**src/rtl/fp_sub_seq.sv**
```systemverilog
// rtl/fp_sub_seq.sv - multi-cycle binary32 subtractor (res = a - b), truncating, with iterative normalization
module fp_sub_seq (
  input  logic        clk,
  input  logic        rst,
  input  logic        in_valid,
  output logic        in_ready,
  input  logic [31:0] a,
  input  logic [31:0] b,
  output logic        out_valid,
  input  logic        out_ready,
  output logic [31:0] res
);

  localparam logic [2:0] S_IDLE  = 3'd0;
  localparam logic [2:0] S_ALIGN = 3'd1;
  localparam logic [2:0] S_OP    = 3'd2;
  localparam logic [2:0] S_NORM  = 3'd3;
  localparam logic [2:0] S_DONE  = 3'd4;

  logic [2:0]  r_state;
  logic        r_sa;
  logic        r_sb;
  logic [7:0]  r_ea;
  logic [7:0]  r_eb;
  logic [23:0] r_ma;
  logic [23:0] r_mb;
  logic        r_special;
  logic [7:0]  r_exp;
  logic [24:0] r_mc;
  logic        r_sign;
  logic [31:0] r_res;

  logic        w_ea_ge;
  logic [7:0]  w_diff;
  logic [23:0] w_small_m;
  logic [23:0] w_aligned;
  logic [24:0] w_sum;
  logic [7:0]  w_exp_inc;
  logic        w_accept;

  assign in_ready  = (r_state == S_IDLE);
  assign out_valid = (r_state == S_DONE);
  assign res       = r_res;
  assign w_accept  = in_valid && (r_state == S_IDLE);

  // Shifts of 24 or more would leave nothing of the smaller mantissa.
  assign w_ea_ge   = (r_ea >= r_eb);
  assign w_diff    = w_ea_ge ? (r_ea - r_eb) : (r_eb - r_ea);
  assign w_small_m = w_ea_ge ? r_mb : r_ma;
  assign w_aligned = (w_diff >= 8'd24) ? 24'd0 : (w_small_m >> w_diff);

  assign w_sum     = {1'b0, r_ma} + {1'b0, r_mb};
  assign w_exp_inc = r_exp + 8'd1;

  always_ff @(posedge clk or posedge rst) begin
    if (rst) begin
      r_state   <= S_IDLE;
      r_sa      <= 1'b0;
      r_sb      <= 1'b0;
      r_ea      <= 8'd0;
      r_eb      <= 8'd0;
      r_ma      <= 24'd0;
      r_mb      <= 24'd0;
      r_special <= 1'b0;
      r_exp     <= 8'd0;
      r_mc      <= 25'd0;
      r_sign    <= 1'b0;
      r_res     <= 32'd0;
    end else begin
      case (r_state)
        S_IDLE: begin
          if (w_accept) begin
            r_sa      <= a[31];
            r_sb      <= ~b[31];
            r_ea      <= a[30:23];
            r_eb      <= b[30:23];
            r_ma      <= (a[30:23] == 8'd0) ? 24'd0 : {1'b1, a[22:0]};
            r_mb      <= (b[30:23] == 8'd0) ? 24'd0 : {1'b1, b[22:0]};
            r_special <= (a[30:23] == 8'hFF) || (b[30:23] == 8'hFF);
            r_state   <= S_ALIGN;
          end
        end
        S_ALIGN: begin
          if (w_ea_ge) begin
            r_exp <= r_ea;
            r_mb  <= w_aligned;
          end else begin
            r_exp <= r_eb;
            r_ma  <= w_aligned;
          end
          r_state <= S_OP;
        end
        S_OP: begin
          if (r_sa == r_sb) begin
            r_mc   <= w_sum;
            r_sign <= r_sa;
          end else if (r_ma > r_mb) begin
            r_mc   <= {1'b0, r_ma - r_mb};
            r_sign <= r_sa;
          end else if (r_mb > r_ma) begin
            r_mc   <= {1'b0, r_mb - r_ma};
            r_sign <= r_sb;
          end else begin
            r_mc   <= 25'd0;
            r_sign <= 1'b0;
          end
          r_state <= S_NORM;
        end
        S_NORM: begin
          if (r_special) begin
            r_res   <= 32'h7FC0_0000;
            r_state <= S_DONE;
          end else if (r_mc == 25'd0) begin
            r_res   <= {r_sa & r_sb, 31'd0};
            r_state <= S_DONE;
          end else if (r_mc[24]) begin
            r_exp   <= w_exp_inc;
            r_mc    <= r_mc >> 1;
            r_res   <= (w_exp_inc == 8'hFF) ? {r_sign, 8'hFF, 23'd0}
                                            : {r_sign, w_exp_inc, r_mc[23:1]};
            r_state <= S_DONE;
          end else if (r_mc[23]) begin
            r_res   <= {r_sign, r_exp, r_mc[22:0]};
            r_state <= S_DONE;
          end else if (r_exp == 8'd1) begin
            // Would need a denormal; flush to a signed zero instead.
            r_res   <= {r_sign, 31'd0};
            r_state <= S_DONE;
          end else begin
            r_mc  <= r_mc << 1;
            r_exp <= r_exp - 8'd1;
          end
        end
        S_DONE: begin
          if (out_ready) r_state <= S_IDLE;
        end
        default: r_state <= S_IDLE;
      endcase
    end
  end

endmodule
```
**config.mk**
```make
export PLATFORM = sky130hd
export DESIGN_NAME = fp_sub_seq
export DESIGN_NICKNAME = d
export VERILOG_FILES = /design/src/rtl/fp_sub_seq.sv
export SDC_FILE = /design/constraint.sdc
export NUM_CORES = 1
export LEC_CHECK = 0
export CORE_ASPECT_RATIO = 1.5
export CORE_UTILIZATION = 45
export CTS_CLUSTER_DIAMETER = 150
export DETAILED_ROUTE_END_ITERATION = 6
export DONT_BUFFER_PORTS = 1
export PLACE_DENSITY = 0.6
export SLEW_MARGIN = 5
export SYNTH_ARGS = -nofsm -noshare
export SYNTH_HDL_FRONTEND = slang
export SYNTH_SLANG_ARGS = --single-unit
export TNS_END_PERCENT = 100
```
**constraint.sdc**
```tcl
create_clock -name clk -period 13.8 [get_ports clk]
set_input_delay 2.76 -clock clk [delete_from_list [all_inputs] [get_ports clk]]
set_output_delay 2.76 -clock clk [all_outputs]
set_load 0.01 [all_outputs]
```
# --- Word level (Yosys, flattened, before mapping) ---
# Index checks and enable logic that the tools add are counted.
op_classes:
  bitwise_logic: 2
  n_eq_ne: 18
  multipliers: 0
  reduce_logical: 18
  muxes: 44
  n_shift: 1
  add_sub_neg: 7
  n_lt_le_gt_ge: 4
  div_mod_pow: 0
ops:
  columns: ["op", "count"]
  rows:
  - ["24-bit two-way mux", 13]
  - ["32-bit two-way mux", 5]
  - ["24-bit one-hot mux with 2 select lines", 2]
  - ["25-bit two-way mux", 3]
  - ["8-bit two-way mux", 7]
  - ["25-bit one-hot mux with 2 select lines", 1]
  - ["24-bit greater-than comparator", 2]
  - ["24-bit subtractor", 2]
  - ["31-bit two-way mux", 1]
  - ["24-bit by 24-bit adder with 25-bit output", 1]
  - ["25-bit logical NOT", 1]
  - ["8-bit equality test (second input constant)", 3]
  - ["24-bit by 8-bit >> shifter with 24-bit output", 1]
  - ["3-bit two-way mux", 7]
  - ["8-bit logical NOT", 2]
  - ["8-bit one-hot mux with 2 select lines", 1]
  - ["8-bit subtractor", 2]
  - ["3-bit one-hot mux with 5 select lines", 1]
  - ["3-bit AND reduction", 4]
  - ["5-bit AND reduction", 2]
  - ["8-bit by 1-bit adder with 8-bit output (second input constant)", 1]
  - ["8-bit by 1-bit equality test with 1-bit output (second input constant)", 1]
  - ["8-bit by 5-bit greater-or-equal comparator with 1-bit output (second input constant)", 1]
  - ["8-bit greater-or-equal comparator", 1]
  - ["other kinds (18)", 29]
word_totals:
  memories: 0
  latch_bits: 0
  rom_bits: 0
  ramBits: 0
  regBits: 136

# --- Depth between registers and ports, before layout ---
# Gate-level depths: netlist of run 1.
depth:
  ltp_word: 7
  depth_mapped: 14

# --- Worst setup path after synthesis of run 1 ---
# OpenSTA, ideal clock, no wires.
synth_path:
  path_type: "in2reg"
  startpoint: "input in_valid"
  endpoint: "register r_mb[10]"
  n_path_buf: 2
  slack_ps: 9673
  cell_stages: 5
  arrival_time_ps: 3988
  cell_sequence: "and2_0 clkbuf_1 a21oi_1 clkbuf_1 a22oi_1"
synth_between:
  elab_chain_cells: 3
synth_rtl:
  columns: ["item", "line", "text"]
  rows:
  - ["start, declared", "5", "input logic in_valid,"]
  - ["1-bit logical AND", "44", "assign w_accept = in_valid && (r_state == S_IDLE);"]
  - ["2-bit by 1-bit inequality test with 1-bit output (no line)", null, null]
  - ["3-bit AND reduction (no line)", null, null]
  - ["end signal, assigned", "78", "r_mb <= (b[30:23] == 8'd0) ? 24'd0 : {1'b1, b[22:0]};"]
  - ["end signal, assigned", "86", "r_mb <= w_aligned;"]
  - ["end, declared", "26", "logic [23:0] r_mb;"]
# Every way passes these cells.
# A chain may end at the register's enable or synchronous reset.

# --- Final worst setup path of run 1 ---
layout_path:
  startpoint: "register r_ea[0]"
  endpoint: "register r_mb[0]"
layout_between:
  elab_chain_cells: 6
layout_rtl:
  columns: ["item", "line", "text"]
  rows:
  - ["start, declared", "23", "logic [7:0] r_ea;"]
  - ["start signal, assigned", "75", "r_ea <= a[30:23];"]
  - ["8-bit subtractor or 8-bit greater-or-equal comparator (tied branches)", "48, 47", null]
  - ["8-bit two-way mux or 24-bit two-way mux (tied branches)", "48, 49", null]
  - ["24-bit by 8-bit >> shifter with 24-bit output or 8-bit by 5-bit greater-or-equal comparator with 1-bit output (tied branches)", "50", "assign w_aligned = (w_diff >= 8'd24) ? 24'd0 : (w_small_m >> w_diff);"]
  - ["24-bit two-way mux", "50", null]
  - ["24-bit two-way mux", "84", "if (w_ea_ge) begin"]
  - ["24-bit one-hot mux with 2 select lines", "70", "case (r_state)"]
# Several ways; a longest one is shown, not always the timed one. The select of a mux whose other input is x is not followed.

==> results.sh, run 1 <==
export IMPL_io_buffers=0
export IMPL_synth_cells=1624
export IMPL_grt_ovfl_total=0
export IMPL_cts_tree="yes"
export IMPL_crit_required_ns=14.08
export IMPL_yosys_area_share_simple_pct=18.08
export IMPL_hold_viol=0
export IMPL_routed_via_count=12190
export IMPL_vias_per_cell=6.287
export IMPL_synth_compound_area_share_pct=29.98
export IMPL_critPathCaptureType="register"
export IMPL_finalCritPeriodShare_pct=34.74
export IMPL_synth_warnings=0
export IMPL_min_path_type="register to register"
export IMPL_post_route_util_pct=48.90
export IMPL_yosysTopAreaCell="dfrtp_1"
export IMPL_synth_top_cells_by_count="nand2_1, dfrtp_1, a21oi_1"
export IMPL_seq_area_frac_synth_pct=26.12
export IMPL_arrival_ns=5.08
export IMPL_synth_area_mm2=0.01303
export IMPL_layout_drive_gt1_share_pct=6.885
export IMPL_dp_hpwl_mm=30.67
export IMPL_r2r_start="r_ea[0]"
export IMPL_synth_xor_area_share_pct=2.151
export IMPL_ys_ff_latch=136
export IMPL_whs_path_depth=2
export IMPL_max_freq_mhz=208.6
export IMPL_synth_fp_nets=1789
export IMPL_gp_congestion=0.9383
export IMPL_die_h_um=210.4
export IMPL_row_count=75
export IMPL_ctsLongestPathBuffers=2
export IMPL_diodes=0
export IMPL_multi_input_area_mm2=0.008758
export IMPL_critPathLaunchType="register"
export IMPL_core_mm2=0.02825
export IMPL_ff2ff_setup_slack_ns=9.01
export IMPL_drcViolationCount=0
export IMPL_yosysMostFrequentCell="nand2_1"
export IMPL_grt_pass1_vias=11762
export IMPL_startpoint="r_ea[0]"
export IMPL_grt_pass1_wl_mm=65.34
export IMPL_yosysTopAreaCellShare_pct=26.12
export IMPL_finClkSkew_ns=0.01493
export IMPL_fin_crit_ns=4.794
export IMPL_fin_setup_tns_ns=0
export IMPL_cpMaxStageDelayCell="ha_1"
export IMPL_async_flop_share_pct=100.0
export IMPL_htreeDepth=4
export IMPL_first_pass_iters=5
export IMPL_syn_area_per_cell_um2=8.023
export IMPL_r2r_end="r_mb[0]"
export IMPL_cts_buffers=17
export IMPL_cts_resized=0
export IMPL_grt_max_degree=79
export IMPL_max_stage_delay_ns=0.98
export IMPL_worstSkewPairLatency_ns=0.45
export IMPL_cp_cell_sequence="inv_1 -> ha_1 -> nand4_1 -> a31o_2 -> nand3_1 -> buf_4 -> mux4_2 -> mux2i_1 -> nor3_1 -> o21a_1 -> o221ai_1 -> a31oi_1"
export IMPL_critical_path_buf_inv_count=2
export IMPL_dieArea_mm2=0.02965
export IMPL_crit_fanout=27
export IMPL_ys_top_cells_by_area="dfrtp_1, ha_1, a21oi_1"
export IMPL_io_pins=102
export IMPL_cts_hold_buf=0
export IMPL_grt_setup_unrepaired="no"
export IMPL_nets=1707
export IMPL_synth_edf_count=0
export IMPL_slew_headroom_pct=17.89
export IMPL_n_fill_cell=2854
export IMPL_post_cts_setup_buffer_count=0
export IMPL_muxShareOfSynthArea_pct=7.126
export IMPL_clockRootBuffer="clkbuf_16"
export IMPL_synth_cell_types=87
export IMPL_reg2reg_depth=12
export IMPL_cp_depth=12
export IMPL_worst_slew_pin_slew_ns=1.232
export IMPL_grt_usage_pct=27.77
export IMPL_regArea_mm2=0.003403
export IMPL_initialDrtViolationCount=851
export IMPL_die_w_um=140.9
export IMPL_ant_nets=0
export IMPL_status="completed"
export IMPL_path_delay_family="multiplexers"
export IMPL_cts_sinks=136
export IMPL_crit_path_end="r_mb[0]"
export IMPL_floorplan_initialDensity_pct=46.13
export IMPL_synthAdderAreaFrac_pct=9.603
export IMPL_syn_to_final_growth_pct=6.012
export IMPL_cap_viol_max_count=0
export IMPL_crit_type="register to register"
export IMPL_drv_slew=0
export IMPL_antenna_found_initial=0
export IMPL_setup_viol=0
export IMPL_synth_top_family_by_area="compound AO/OA/AOI/OAI gates"
export IMPL_path_clk_slew_ns=0.07
export IMPL_synthFlopType="dfrtp_1"
export IMPL_wl_per_cell_um=20.59
export IMPL_routed_wirelength_mm=39.93
routing by layer:
metal / share of wire, % / GRT usage [%] / wire length (um)
met4: 3.2 / 11.66 / 1258
met5: 0 / 0 / 0
met2: 49 / 45.96 / 19370
met1: 44 / 36.38 / 17530
met3: 4.4 / 3.589 / 1763
flip-flops by register name, summed over array words and instances (netlist names):
name,flops
res,32
r_mc,25
r_ma,24
r_mb,24
r_ea,8
r_eb,8
r_exp,8
r_state,3
r_sa,1
r_sb,1
r_sign,1
r_special,1
through the flow:
| step | instance area [um^2] | hold slack [ns] | std cells | setup WS [ns] |
|---|---|---|---|---|
| 2_1_floorplan | 13030 | 0.4492 | 1624 | 7.401 |
| 3_3_place_gp | 13150 | 0.4685 | 1908 | 9.153 |
| 3_5_place_dp | 13150 | 0.4722 | 1908 | 9.085 |
| 4_1_cts | 13800 | 0.4858 | 1939 | 9.069 |
| 5_1_grt | 13810 | 0.4977 | 1939 | 8.774 |
| 6_report | 13810 | 0.4850 | 1939 | 9.006 |
worst min-delay path by stage:
stage	slack (ns)	start	endpoint
finish	0.48	r_sign	r_sign
global route	0.50	r_sign	r_sign
CTS	0.49	r_sign	r_sign
detailed placement	0.47	r_sign	r_sign
global placement	0.47	r_sign	r_sign
floorplan	0.45	r_sign	r_sign
final cells by class:
type                    instances  area share (%)
clock buffers                  20           3.306
clock inverters                11           1.422
inverters                     106           2.917
multi-input cells            1266           63.41
flip-flops and latches        136           24.64
well taps                     385           3.488
repair buffers                 15          0.8153
kinds of logic (layout without fill, tap and decap cells):
logic type / count (synthesis) / after routing
buffers and inverters: 222 / 152
DFF: 136 / 136
muxes: 62 / 62
AOI/OAI and AO/OA: 592 / 592
xor gates and xnor gates: 32 / 32
and+or+nand+nor: 483 / 483
adders and majority gates: 97 / 97
worst register-to-register path: cells and delay by family (launching register included):
family,cells,cell delay [ns]
multiplexers,2,1.05
AND/OR/NAND/NOR,3,0.77
flip-flops,1,0.36
buffers and inverters,2,0.48
adder cells (fa/ha/maj),1,0.98
AO/OA/AOI/OAI,4,1.00
placed cells by master, fill, tap and decap left out, types with 21 or more instances in the layout:
| cell type | Yosys | layout |
|---|---|---|
| a22oi_1 | 41 | 41 |
| o21ai_1 | 20 | 21 |
| inv_1 | 103 | 102 |
| ha_1 | 92 | 92 |
| a31oi_1 | 30 | 29 |
| nand3_1 | 27 | 27 |
| nand2_1 | 158 | 158 |
| nor2_1 | 114 | 114 |
| mux4_2 | 24 | 24 |
| o21ai_0 | 123 | 122 |
| mux2i_1 | 35 | 35 |
| a21o_1 | 29 | 29 |
| o22ai_1 | 22 | 22 |
| dfrtp_1 | 136 | 136 |
| nor3_1 | 35 | 34 |
| a21oi_1 | 133 | 129 |
| a221oi_1 | 26 | 26 |
Power of run 1 is not shown: default switching activity piles up to over one toggle a cycle in this logic, so the estimate is an artifact.
==> run 2: changes to the inputs <==
==> constraint.sdc (replaced) <==
create_clock -name clk -period 4.9 [get_ports clk]
set_input_delay 0.98 -clock clk [delete_from_list [all_inputs] [get_ports clk]]
set_output_delay 0.98 -clock clk [all_outputs]
set_load 0.01 [all_outputs]
==> run 2 against run 1 <==
Die area unchanged; worst setup slack got worse by 8.4 ns; critical path type unchanged; highest routed layer unchanged; clock skew decreased by 0.0051 ns; core utilization about the same; largest cell class unchanged; register-to-register slack got worse by 8.4 ns; worst hold slack got worse by 0.0037 ns; wire length increased by 1.8%; non-clock buffer count increased by 10; via count increased by 0.83%; maximum frequency increased by 11%.
==> results.sh, run 2 (synthesized netlist as in run 1, its figures left out) <==
export IMPL_core_mm2=0.02825
export IMPL_nets=1717
export IMPL_die_h_um=210.4
export IMPL_drv_slew=0
export IMPL_syn_to_final_growth_pct=5.944
export IMPL_first_pass_iters=5
export IMPL_die_w_um=140.9
export IMPL_cts_hold_buf=0
export IMPL_crit_type="register to register"
export IMPL_cts_resized=0
export IMPL_post_route_util_pct=48.87
export IMPL_cts_sinks=136
export IMPL_worst_slew_pin_slew_ns=1.069
export IMPL_setup_viol=0
export IMPL_diodes=0
export IMPL_route_met3_wl_mm=2.187
export IMPL_finish_instance_area_mm2=0.01380
export IMPL_initialDrtViolationCount=750
export IMPL_max_freq_mhz=231.8
export IMPL_ff2ff_setup_slack_ns=0.59
export IMPL_cpMostUsedCell="a31oi_1"
export IMPL_layout_commonest_cell="nand2_1"
export IMPL_dieArea_mm2=0.02965
export IMPL_path_delay_family="compound AO/OA/AOI/OAI gates"
export IMPL_cts_buffers=17
export IMPL_arrival_ns=4.69
export IMPL_htreeDepth=4
export IMPL_grt_usage_pct=28.21
export IMPL_row_count=75
export IMPL_largest_register_ffs=32
export IMPL_io_pins=102
export IMPL_final_cell_mix="nand2_1, dfrtp_1, a21oi_1"
export IMPL_cts_tree="yes"
export IMPL_clockRootBuffer="clkbuf_16"
export IMPL_ant_nets=0
export IMPL_cap_viol_max_count=0
export IMPL_grt_max_degree=91
export IMPL_crit_fanout=20
export IMPL_n_fill_cell=2812
export IMPL_max_stage_delay_ns=0.71
export IMPL_cpMaxStageDelayCell="mux4_2"
export IMPL_antenna_found_initial=0
export IMPL_vias_per_cell=6.303
export IMPL_grt_ovfl_total=0
export IMPL_fin_crit_ns=4.314
export IMPL_grt_pass1_wl_mm=65.81
export IMPL_dp_hpwl_mm=31.16
export IMPL_floorplan_initialDensity_pct=46.13
export IMPL_post_dp_cell_area_mm2=0.01323
export IMPL_finClkSkew_ns=0.009816
export IMPL_grt_setup_unrepaired="no"
export IMPL_ctsLongestPathBuffers=2
export IMPL_critical_path_buf_inv_count=2
export IMPL_critPathLaunchType="register"
export IMPL_layout_drive_gt1_share_pct=7.348
export IMPL_met1_length_mm=17.56
export IMPL_slew_headroom_pct=28.48
export IMPL_wl_per_cell_um=20.85
export IMPL_top_layer="met4"
export IMPL_hold_viol=0
export IMPL_cp_cell_sequence="inv_1 -> ha_1 -> a21oi_2 -> a31oi_1 -> nor3_4 -> buf_4 -> mux4_2 -> nand2b_1 -> o22ai_1 -> o221ai_2 -> a31oi_1"
export IMPL_routed_wirelength_mm=40.66
export IMPL_io_buffers=0
export IMPL_post_cts_setup_buffer_count=0
export IMPL_drcViolationCount=0
export IMPL_wl_met2_mm=19.43
export IMPL_critPathCaptureType="register"
export IMPL_grt_pass1_vias=12064
export IMPL_path_clk_slew_ns=0.06
export IMPL_crit_required_ns=5.27
export IMPL_worstSkewPairLatency_ns=0.46
export IMPL_routed_via_count=12291
export IMPL_gp_congestion=0.9294
export IMPL_min_path_type="register to register"
export IMPL_fin_setup_tns_ns=0
export IMPL_finalCritPeriodShare_pct=88.04
export IMPL_status="completed"
run 2: path summary, 6_finish.rpt:
| kind | cells past startpoint | start | to |
|---|---|---|---|
| setup reg to reg | 11 | r_ea[3] | r_ma[6] |
| hold / removal | 2 | r_sign | r_sign |
| setup / recovery | 11 | r_ea[3] | r_ma[6] |
| max in group asynchronous | 2 | rst | r_ma[20] |
| hold reg to reg | 2 | r_sign | r_sign |
| min in group asynchronous | 1 | rst | r_exp[6] |
run 2: worst reg2reg max path: cells and delay by family (launching register included):
kind,cells,cell delay (ns)
AND/OR/NAND/NOR,2,1.10
buffers and inverters,2,0.31
multiplexers,1,0.71
adder cells (fa/ha/maj),1,0.44
AO/OA/AOI/OAI,5,1.32
flip-flops,1,0.37
run 2: metal layers:
layer  track usage, %  vias up
met5                0        -
met2            46.17      418
met3            4.044       87
met1            36.38     5905
li1                 -     5881
met4            13.87        0
run 2: area by class of cell:
type	instances	area (um^2)	area share [%]
clock inverters	8	95.09	0.6889
well taps	385	481.7	3.490
repair buffers	25	187.7	1.360
flip-flops and latches	136	3403	24.66
multi-input cells	1266	8751	63.40
clock buffers	24	481.7	3.490
inverters	106	402.9	2.919
run 2: through the flow:
step | hold WS [ns] | setup slack (ns) | std cells
6_report | 0.4813 | 0.5860 | 1950
5_1_grt | 0.5193 | 0.2703 | 1950
4_1_cts | 0.4829 | 0.6264 | 1950
3_5_place_dp | 0.4699 | 0.6353 | 1918
3_3_place_gp | 0.4646 | 0.6854 | 1918
2_1_floorplan | 0.4492 | 0.2805 | 1624
Power of run 2 is left out for the same reason.
